===== src/rtl/tmds_decoder_dvi_rx.sv =====
// ---------------------------------------------------------------------------
// TmdsDecoderDviRx (module tmds_decoder_dvi_rx)
//
// Purpose:
//   Receive side of one DVI TMDS channel. An upstream deserialiser delivers
//   one raw 10-bit word per pixel clock. The word boundary in that stream is
//   not known, so this block slides a 10-bit window across two consecutive
//   raw words. It locks onto the offset that shows a run of TMDS control
//   tokens, then decodes every aligned word into pixel data, control bits
//   and a data-enable flag. Use one instance per TMDS channel.
//
// Parameters:
//   LOCK_COUNT    - consecutive control tokens at one offset needed to lock
//   SEARCH_WINDOW - cycles spent at one offset before slipping to the next
//   LOSS_TIMEOUT  - token-free cycles tolerated while locked
//
// Ports:
//   clk_pix    in   1  pixel clock, the only clock
//   rst_pix    in   1  synchronous active-high reset
//   tmds_in    in  10  raw deserialised word, bit 0 was first on the wire
//   data_out   out  8  decoded pixel data, 0 when de_out is low
//   ctrl_out   out  2  decoded control bits {c1,c0}, held through data
//   de_out     out  1  high for a decoded data word, low while unlocked
//   locked     out  1  word alignment achieved
//   bit_offset out  4  current window offset, 0..9
//
// Latency: with bit_offset = 0, a word on tmds_in in cycle n reaches the
// outputs in cycle n+3 (prev register, window register, output register).
// ---------------------------------------------------------------------------
module tmds_decoder_dvi_rx #(
    parameter int LOCK_COUNT    = 8,
    parameter int SEARCH_WINDOW = 4096,
    parameter int LOSS_TIMEOUT  = 8192
) (
    input  logic       clk_pix,
    input  logic       rst_pix,
    input  logic [9:0] tmds_in,
    output logic [7:0] data_out,
    output logic [1:0] ctrl_out,
    output logic       de_out,
    output logic       locked,
    output logic [3:0] bit_offset
);

    localparam int RUN_W = $clog2(LOCK_COUNT) + 1;
    localparam int WIN_W = $clog2(SEARCH_WINDOW) + 1;
    localparam int GAP_W = $clog2(LOSS_TIMEOUT) + 1;

    // Terminal values: the cycle on which a counter sits at its last value
    // is the cycle on which the limit is reached.
    localparam logic [RUN_W-1:0] RUN_LAST = RUN_W'(LOCK_COUNT - 1);
    localparam logic [WIN_W-1:0] WIN_LAST = WIN_W'(SEARCH_WINDOW - 1);
    localparam logic [GAP_W-1:0] GAP_LAST = GAP_W'(LOSS_TIMEOUT - 1);

    typedef enum logic [0:0] {
        ST_SEARCH = 1'b0,
        ST_LOCKED = 1'b1
    } state_t;

    // Pipeline registers
    logic [9:0]       r_prev;
    logic [9:0]       r_win;

    // Alignment state
    state_t           r_state;
    logic [3:0]       r_offset;
    logic [RUN_W-1:0] r_runCnt;
    logic [WIN_W-1:0] r_winCnt;
    logic [GAP_W-1:0] r_gapCnt;
    logic [1:0]       r_settle;

    // Output registers
    logic [7:0]       r_data;
    logic [1:0]       r_ctrl;
    logic             r_de;

    // Combinational signals
    logic [18:0]      w_cat;
    logic [9:0]       w_window;
    logic             w_isToken;
    logic [1:0]       w_tokenCtrl;
    logic [7:0]       w_dInv;
    logic [7:0]       w_decoded;

    state_t           w_stateNext;
    logic [3:0]       w_offsetNext;
    logic [RUN_W-1:0] w_runNext;
    logic [WIN_W-1:0] w_winNext;
    logic [GAP_W-1:0] w_gapNext;
    logic [1:0]       w_settleNext;

    // The window never needs the top bit of the current word: the largest
    // offset (9) takes bits 18..9 of {current, previous}. tmds_in[9] still
    // enters the design through r_prev.
    assign w_cat = {tmds_in[8:0], r_prev};

    // Select the 10-bit window starting at the current offset. Bit 0 of the
    // window is the earliest bit of the aligned word.
    always_comb begin
        w_window = w_cat[9:0];
        case (r_offset)
            4'd0:    w_window = w_cat[9:0];
            4'd1:    w_window = w_cat[10:1];
            4'd2:    w_window = w_cat[11:2];
            4'd3:    w_window = w_cat[12:3];
            4'd4:    w_window = w_cat[13:4];
            4'd5:    w_window = w_cat[14:5];
            4'd6:    w_window = w_cat[15:6];
            4'd7:    w_window = w_cat[16:7];
            4'd8:    w_window = w_cat[17:8];
            4'd9:    w_window = w_cat[18:9];
            default: w_window = w_cat[9:0];
        endcase
    end

    // Stage 1: remember the previous raw word and register the window.
    always_ff @(posedge clk_pix) begin
        if (rst_pix) begin
            r_prev <= '0;
            r_win  <= '0;
        end else begin
            r_prev <= tmds_in;
            r_win  <= w_window;
        end
    end

    // Recognise the four TMDS control tokens on the registered window.
    always_comb begin
        w_isToken   = 1'b1;
        w_tokenCtrl = 2'b00;
        case (r_win)
            10'b1101010100: w_tokenCtrl = 2'b00;
            10'b0010101011: w_tokenCtrl = 2'b01;
            10'b0101010100: w_tokenCtrl = 2'b10;
            10'b1010101011: w_tokenCtrl = 2'b11;
            default:        w_isToken   = 1'b0;
        endcase
    end

    // TMDS data decode: bit 9 says the low byte was inverted by the encoder,
    // bit 8 says whether XOR (1) or XNOR (0) chaining was used.
    always_comb begin
        w_decoded    = '0;
        w_dInv       = r_win[9] ? ~r_win[7:0] : r_win[7:0];
        w_decoded[0] = w_dInv[0];
        for (int i = 1; i < 8; i++) begin
            w_decoded[i] = r_win[8] ? (w_dInv[i] ^ w_dInv[i-1])
                                    : ~(w_dInv[i] ^ w_dInv[i-1]);
        end
    end

    // Alignment state register and its counters.
    always_ff @(posedge clk_pix) begin
        if (rst_pix) begin
            r_state  <= ST_SEARCH;
            r_offset <= '0;
            r_runCnt <= '0;
            r_winCnt <= '0;
            r_gapCnt <= '0;
            r_settle <= '0;
        end else begin
            r_state  <= w_stateNext;
            r_offset <= w_offsetNext;
            r_runCnt <= w_runNext;
            r_winCnt <= w_winNext;
            r_gapCnt <= w_gapNext;
            r_settle <= w_settleNext;
        end
    end

    // Next-state logic. In SEARCH, a run of tokens at the current offset
    // locks; otherwise the offset slips once the search window expires. A
    // lock seen on the final window cycle wins over the slip. After a slip,
    // r_win still holds a window taken at the old offset, so the settle
    // counter keeps the next two windows out of the token run.
    always_comb begin
        w_stateNext  = r_state;
        w_offsetNext = r_offset;
        w_runNext    = r_runCnt;
        w_winNext    = r_winCnt;
        w_gapNext    = r_gapCnt;
        w_settleNext = r_settle;

        case (r_state)
            ST_SEARCH: begin
                w_winNext = r_winCnt + WIN_W'(1);

                if (r_settle != 2'd0) begin
                    w_settleNext = r_settle - 2'd1;
                end else if (w_isToken) begin
                    w_runNext = r_runCnt + RUN_W'(1);
                end else begin
                    w_runNext = '0;
                end

                if ((r_settle == 2'd0) && w_isToken && (r_runCnt == RUN_LAST)) begin
                    w_stateNext = ST_LOCKED;
                    w_runNext   = '0;
                    w_winNext   = '0;
                    w_gapNext   = '0;
                end else if (r_winCnt == WIN_LAST) begin
                    w_offsetNext = (r_offset == 4'd9) ? 4'd0 : r_offset + 4'd1;
                    w_runNext    = '0;
                    w_winNext    = '0;
                    w_settleNext = 2'd2;
                end
            end

            ST_LOCKED: begin
                // The offset is frozen here; only the token gap is watched.
                if (w_isToken) begin
                    w_gapNext = '0;
                end else if (r_gapCnt == GAP_LAST) begin
                    w_stateNext  = ST_SEARCH;
                    w_runNext    = '0;
                    w_winNext    = '0;
                    w_gapNext    = '0;
                    w_settleNext = 2'd0;
                end else begin
                    w_gapNext = r_gapCnt + GAP_W'(1);
                end
            end

            default: begin
                w_stateNext = ST_SEARCH;
            end
        endcase
    end

    // Stage 2: register decoded outputs. Control bits follow every token,
    // even while searching, so they are valid as soon as alignment is right.
    // Data and DE are only trusted once the state machine has locked.
    always_ff @(posedge clk_pix) begin
        if (rst_pix) begin
            r_data <= '0;
            r_ctrl <= '0;
            r_de   <= 1'b0;
        end else begin
            if (w_isToken) begin
                r_ctrl <= w_tokenCtrl;
            end
            if ((r_state == ST_LOCKED) && !w_isToken) begin
                r_de   <= 1'b1;
                r_data <= w_decoded;
            end else begin
                r_de   <= 1'b0;
                r_data <= '0;
            end
        end
    end

    assign data_out   = r_data;
    assign ctrl_out   = r_ctrl;
    assign de_out     = r_de;
    assign locked     = (r_state == ST_LOCKED);
    assign bit_offset = r_offset;

endmodule


===== config.mk =====
export PLATFORM = sky130hd
export DESIGN_NAME = tmds_decoder_dvi_rx
export DESIGN_NICKNAME = d
export VERILOG_FILES = /design/src/rtl/tmds_decoder_dvi_rx.sv
export SDC_FILE = /design/constraint.sdc
export NUM_CORES = 1
export LEC_CHECK = 0
export ABC_AREA = 1
export CAP_MARGIN = 20
export CORE_MARGIN = 4
export CORE_UTILIZATION = 61
export DETAILED_ROUTE_END_ITERATION = 8
export DONT_BUFFER_PORTS = 1
export GPL_TIMING_DRIVEN = 0
export PLACE_DENSITY_LB_ADDON = 0.15
export SYNTH_ARGS = -nofsm -noshare
export SYNTH_HDL_FRONTEND = slang
export SYNTH_SLANG_ARGS = --single-unit

===== constraint.sdc =====
create_clock -name clk_pix -period 3.4 [get_ports clk_pix]
set_input_delay 0.68 -clock clk_pix [delete_from_list [all_inputs] [get_ports clk_pix]]
set_output_delay 0.68 -clock clk_pix [all_outputs]
set_load 0.005 [all_outputs]

==> results of run 1 <==
metrics by stage:
step | util, % | std cells | power (mW)
finish | 67.3 | 697 | 1.50
global route | 67.3 | 697 | 1.56
CTS | 67.3 | 697 | 1.52
detailed placement | 64.6 | 681 | 0.925
global placement | 64.6 | 681 | 0.923
floorplan | - | 604 | 0.906
final cells by class:
cell class	instances	area share (%)
plain buffers	14	2.41
well taps	77	2.24
inverters	71	6.20
clock inverters	7	1.22
clock buffers	9	2.88
multi-input cells	450	52.9
flip-flops and latches	69	32.1
routing by layer:
metal,share of wire (%),GRT usage [%],vias up,wire length [µm]
li1,-,-,1958,-
met1,46,34.2,1694,4180
met2,45,38.2,135,4010
met3,7.6,4.98,12,680
met4,1.5,8.12,0,131
met5,0,0,-,0
kinds of logic (layout without fill, tap and decap cells):
family / after synthesis / in the layout
AND/OR/NAND/NOR: 335 / 335
AO/OA/AOI/OAI: 89 / 89
buffers and inverters: 85 / 101
flip-flops: 69 / 69
XOR/XNOR: 15 / 15
adder cells (fa/ha/maj): 11 / 11
flip-flops by register name (all words and copies together) (netlist names), 2 cells and up:
name	cells
r_win	10
r_gapCnt	14
data_out	8
r_prev	10
r_settle	2
ctrl_out	2
r_winCnt	13
r_runCnt	4
bit_offset	4
worst paths after layout:
kind              slack [ns]            to  cells past startpoint         start
hold reg to reg         0.47  r_winCnt[12]                      2  r_winCnt[12]
hold / removal          0.43     r_prev[9]                      2    tmds_in[9]
setup reg to reg        1.56   r_winCnt[4]                     11   r_gapCnt[0]
setup / recovery        1.56   r_winCnt[4]                     11   r_gapCnt[0]
critical path: stages (launching register included):
cell and delay (ns):
dfxtp_1 0.38, ha_1 0.24, inv_1 0.10, nor2_2 0.19, nand2_1 0.10, inv_1 0.09, nand2_1 0.06, nand2_1 0.06
nand2_1 0.15, buf_4 0.22, nand2_1 0.06, a21oi_1 0.06
cells in the final DEF, fill, tap and decap left out, types with 2 or more instances in the layout:
cell type and n:
dfxtp_1 69, ha_1 11, xnor2_1 9, nand4_1 6, clkinv_4 4, clkbuf_1 5, clkbuf_8 9, nor2_2 8
nand2_4 4, nor2_1 128, buf_2 4, clkinv_2 2, o22ai_1 27, inv_1 68, buf_6 2, nand2_2 3
a21oi_2 3, nand3_2 2, clkinv_1 2, xor2_1 6, o21ai_0 23, a31oi_1 2, nand2_1 128, a21oi_1 28
nand3_1 30, nand3b_1 12, or2_2 4, nor3_1 5
power by group:
group	switching, mW	internal (mW)	total, mW
sequential	0.0103	0.822	0.832
combinational	0.0493	0.0260	0.0753
clock	0.331	0.266	0.597
total	0.390	1.11	1.50
==> results.sh, run 1 <==
export IMPL_synthAdderAreaFrac_pct=3.42
export IMPL_vias=3799
export IMPL_multiInputGateArea_mm2=0.00228
export IMPL_place_area_mm2=0.00412
export IMPL_grt_pass1_wl_um=15400
export IMPL_maxCapViolations=0
export IMPL_status="complete, no violations"
export IMPL_cts_buffers_inserted=9
export IMPL_fin_ws_ns=1.56
export IMPL_crit_path_start_kind="flop"
export IMPL_cts_resized=0
export IMPL_synth_xor_area_share_pct=3.26
export IMPL_avgSynthCellArea_um2=6.67
export IMPL_num_antenna_cells=0
export IMPL_grt_pass1_vias=3295
export IMPL_cts_sinks=69
export IMPL_dp_slack_ns=1.58
export IMPL_yosys_warnings=0
export IMPL_relSlewSlack_pct=62.7
export IMPL_synth_top_family_by_area="simple AND/OR/NAND/NOR gates"
export IMPL_synth_compound_area_share_pct=13.1
export IMPL_hold_worst_slack_ns=0.425
export IMPL_core_mm2=0.00639
export IMPL_worstMarginPinSlew_ns=0.559
export IMPL_h_tree_depth=3
export IMPL_fin_crit_sh_pct=54.2
export IMPL_yosys_area_top_type="dfxtp_1"
export IMPL_drtIter0Drc=243
export IMPL_finalHoldViolations=0
export IMPL_ys_flop_type="dfxtp_1"
export IMPL_async_reset_ff_share_pct=0
export IMPL_antenna_found_initial=0
export IMPL_seqCellArea_mm2=0.00138
export IMPL_final_cell_area_mm2=0.00430
export IMPL_slew_violations=0
export IMPL_p_leak_nw=1.77
export IMPL_muxShareOfSynthArea_pct=0
export IMPL_path_class="reg -> reg"
export IMPL_final_setup_viol_count=0
export IMPL_synth_seq_cells=69
export IMPL_ir_drop_v=0.000261
export IMPL_min_period_ns=1.84
export IMPL_cts_hold_buf=0
export IMPL_drt_pass1_iter_count=6
export IMPL_seq_area_frac_synth_pct=34.3
export IMPL_cts_root_buf="clkbuf_8"
export IMPL_crit_fanout=10
export IMPL_arrival_ns=2.05
export IMPL_grt_max_degree=14
export IMPL_synth_area_mm2=0.00403
export IMPL_die_h_um=89.3
export IMPL_drive_gt1_share_pct=9.03
export IMPL_critPathCaptureType="flop"
export IMPL_grtUsageTotal_pct=24.6
export IMPL_drc_errors=0
export IMPL_layout_nets=638
export IMPL_totalWireLength_um=9000
export IMPL_netlist_top_cells_count="nand2_1 (128), nor2_1 (128), dfxtp_1 (69), inv_1 (68), nand3_1 (30)"
export IMPL_synthCells=604
export IMPL_die_area_mm2=0.00797
export IMPL_setup_tns_ns=0
export IMPL_cts_tree="done"
export IMPL_powerDensity_mw_per_mm2=350
export IMPL_area_growth_pct=6.77
export IMPL_antenna_left=0
export IMPL_place_gp_congestion=0.911
export IMPL_clockBufferDepth=2
export IMPL_chipWidth_um=89.3
export IMPL_post_cts_setup_buffers=0
export IMPL_rows=29
export IMPL_yosys_area_top_type_share_pct=34.3
export IMPL_overflow=0
export IMPL_synthTopCellsByArea="dfxtp_1 (34%), nand2_1 (12%), nor2_1 (12%)"
export IMPL_fmax_mhz=543
export IMPL_wl_per_cell_um=12.9
export IMPL_rsz0062_at_grt="no"
export IMPL_initial_core_util_pct=63.1
export IMPL_yosys_area_share_simple_pct=36.8
export IMPL_io_buffers=0
export IMPL_via_per_inst=5.45
export IMPL_io_pins=28
export IMPL_cts_reportedPaths_clkPinSlew_ns=0.08
export IMPL_syn_nets=627
export IMPL_cp_required_ns=3.61
export IMPL_ys_types=40
export IMPL_fill_cells=578
export IMPL_place_hpwl_um=6560
export IMPL_worst_skew_pair_late_latency_ns=0.35
export IMPL_clock_skew_ns=0.00674
export IMPL_synth_edf_count=0
export IMPL_min_path_type="in -> reg"
Note: power is estimated with default switching activity, not from simulation.
==> run 2, diff against run 1 <==
Settings changed: CORE_UTILIZATION 61 to 58.
Clock period 3.4 ns to 1.55 ns, I/O delays scaled along.
==> run 2 against run 1 <==
Compared with the run above:
- the run now ends with setup timing left
- count of clock-buffer cells in the layout grew 1
- sequential share of layout area shrank 5.0 points
- cell count grew 6.3%
- sequential cell count is the same
- global-route usage grew 1.4 points
- combinational power grew to 3.1 times the previous value
- die area grew 4.7%
==> results.sh, run 2 (synthesis gave the netlist of run 1 again) <==
export IMPL_status="finished, violations left"
export IMPL_violations="setup timing"
export IMPL_chipWidth_um=91.3
export IMPL_area_growth_pct=31.6
export IMPL_fmax_mhz=584
export IMPL_drt_pass1_iter_count=5
export IMPL_grt_pass1_wl_um=17600
export IMPL_cts_root_buf="clkbuf_8"
export IMPL_cts_reportedPaths_clkPinSlew_ns=0.08
export IMPL_drc_errors=0
export IMPL_antenna_left=0
export IMPL_reg_top3="r_gapCnt: 14 flops, r_winCnt: 13 flops"
export IMPL_worstMarginPinSlew_ns=0.679
export IMPL_crit_path_start_kind="flop"
export IMPL_drive_gt1_share_pct=33.6
export IMPL_io_pins=28
export IMPL_path_cells="inv_4 -> ha_4 -> nand2_2 -> inv_2 -> nand2_4 -> nand2_8 -> nand2_8 -> nand2_8 -> buf_8 -> buf_6 -> nand2_2 -> xor2_1 -> nor2_1"
export IMPL_min_path_type="in -> reg"
export IMPL_grtUsageTotal_pct=26.0
export IMPL_whs_path_depth=1
export IMPL_dp_slack_ns=-0.298
export IMPL_relSlewSlack_pct=54.7
export IMPL_grt_pass1_vias=3763
export IMPL_layout_common_cells="nor2_1 (107), nand2_1 (93), inv_1 (55)"
export IMPL_layout_commonest_cell="nor2_1"
export IMPL_via_per_inst=5.80
export IMPL_powerDensity_mw_per_mm2=654
export IMPL_totalWireLength_um=12000
export IMPL_grt_max_degree=14
export IMPL_hold_worst_slack_ns=0.0285
export IMPL_cts_sinks=69
export IMPL_place_area_mm2=0.00413
export IMPL_die_h_um=91.3
export IMPL_p_leak_nw=2.10
export IMPL_ir_drop_v=0.000466
export IMPL_drtIter0Drc=341
export IMPL_regMostFlops="r_gapCnt"
export IMPL_rsz0062_at_grt="yes"
export IMPL_clockBufferDepth=2
export IMPL_final_cell_area_mm2=0.00530
export IMPL_cp_required_ns=1.78
export IMPL_largest_reg_flops=14
export IMPL_vias=4298
export IMPL_worst_skew_pair_late_latency_ns=0.36
export IMPL_place_hpwl_um=6690
export IMPL_critPathMaxStageDelay_ns=0.39
export IMPL_rows=30
export IMPL_initial_core_util_pct=59.6
export IMPL_cts_hold_buf=0
export IMPL_num_antenna_cells=0
export IMPL_maxCapViolations=0
export IMPL_cts_tree="done"
export IMPL_cp_slowest_cell="dfxtp_4"
export IMPL_overflow=0
export IMPL_layout_nets=679
export IMPL_io_buffers=0
export IMPL_wl_per_cell_um=16.2
export IMPL_core_mm2=0.00676
export IMPL_slew_violations=0
export IMPL_h_tree_depth=3
export IMPL_min_period_ns=1.71
export IMPL_critPathCaptureType="flop"
export IMPL_finalHoldViolations=0
export IMPL_path_class="reg -> reg"
export IMPL_rr_worst_depth=13
export IMPL_fin_ws_ns=-0.164
export IMPL_antenna_found_initial=0
export IMPL_final_setup_viol_count=43
export IMPL_die_area_mm2=0.00834
export IMPL_crit_top_cell="nand2_8"
export IMPL_cts_buffers_inserted=9
export IMPL_crit_fanout=5
export IMPL_place_gp_congestion=0.912
export IMPL_clock_skew_ns=0.0106
export IMPL_fin_crit_sh_pct=111
export IMPL_arrival_ns=1.95
==> run 2: cell count changes in the layout (fill, tap and decap cells not counted), moves of 12 or more <==
cell	before	now
nand2_1	128	93
buf_4	1	33
nand2_2	3	26
dfxtp_1	69	47
nor2_1	128	107
nor2_4	1	16
a21oi_1	28	15
inv_1	68	55
a21oi_2	3	15
==> run 2: worst max-delay path, delay by kind of cell, from the launching register on <==
| kind | cells | cell delay (ns) |
|---|---|---|
| buffers and inverters | 4 | 0.36 |
| AND/OR/NAND/NOR | 7 | 0.52 |
| adder cells (fa/ha/maj) | 1 | 0.16 |
| flip-flops | 1 | 0.39 |
| XOR/XNOR | 1 | 0.15 |
==> run 2: area by class of cell <==
cell class | instances | area (µm²)
Sequential cell | 69 | 1440
Fill cell | 464 | 1460
Multi-Input combinational cell | 450 | 2820
Clock buffer | 10 | 138
Timing Repair Buffer | 41 | 358
Clock inverter | 6 | 47.5
Buffer | 14 | 114
Inverter | 71 | 287
Tap cell | 80 | 100
==> run 2: what timing repair did <==
| action | CTS | global route |
|---|---|---|
| buffers inserted | 22 | 16 |
| pin swaps | 35 | 46 |
| gates cloned | 4 | 0 |
| resized for setup | 90 | 119 |
| setup endpoints to repair | 53 | 54 |
==> run 2: routing by layer <==
layer,track usage [%],wire length (µm),up-vias
met5,0,0,-
met4,9.55,285,0
met3,5.39,914,37
met2,42.6,5920,190
met1,33.7,4860,2014
li1,-,-,2057
==> run 2: power breakdown <==
part,leakage (nW),internal [mW],switching (mW)
logic,1.43,0.0959,0.142
clock network,0.0928,0.635,0.772
registers,0.574,1.79,0.0329
total,2.10,2.52,0.947
==> run 2: worst paths after layout <==
path                  to  slack, ns         from
max          r_gapCnt[8]      -0.16     r_win[6]
max reg2reg  r_gapCnt[8]      -0.16     r_win[6]
min reg2reg  r_settle[0]       0.49  r_settle[0]
min               de_out       0.03      rst_pix
==> run 2: stage by stage <==
step,std cells,util [%],setup TNS (ns),total power [mW]
after floorplan,604,-,0,1.99
after global placement,684,61.1,-7.56,2.03
after detailed placement,684,61.1,-8.96,2.03
after CTS,726,71.4,-1.32,3.42
after global routing,741,78.4,-6.61,3.56
final,741,78.4,-3.16,3.47
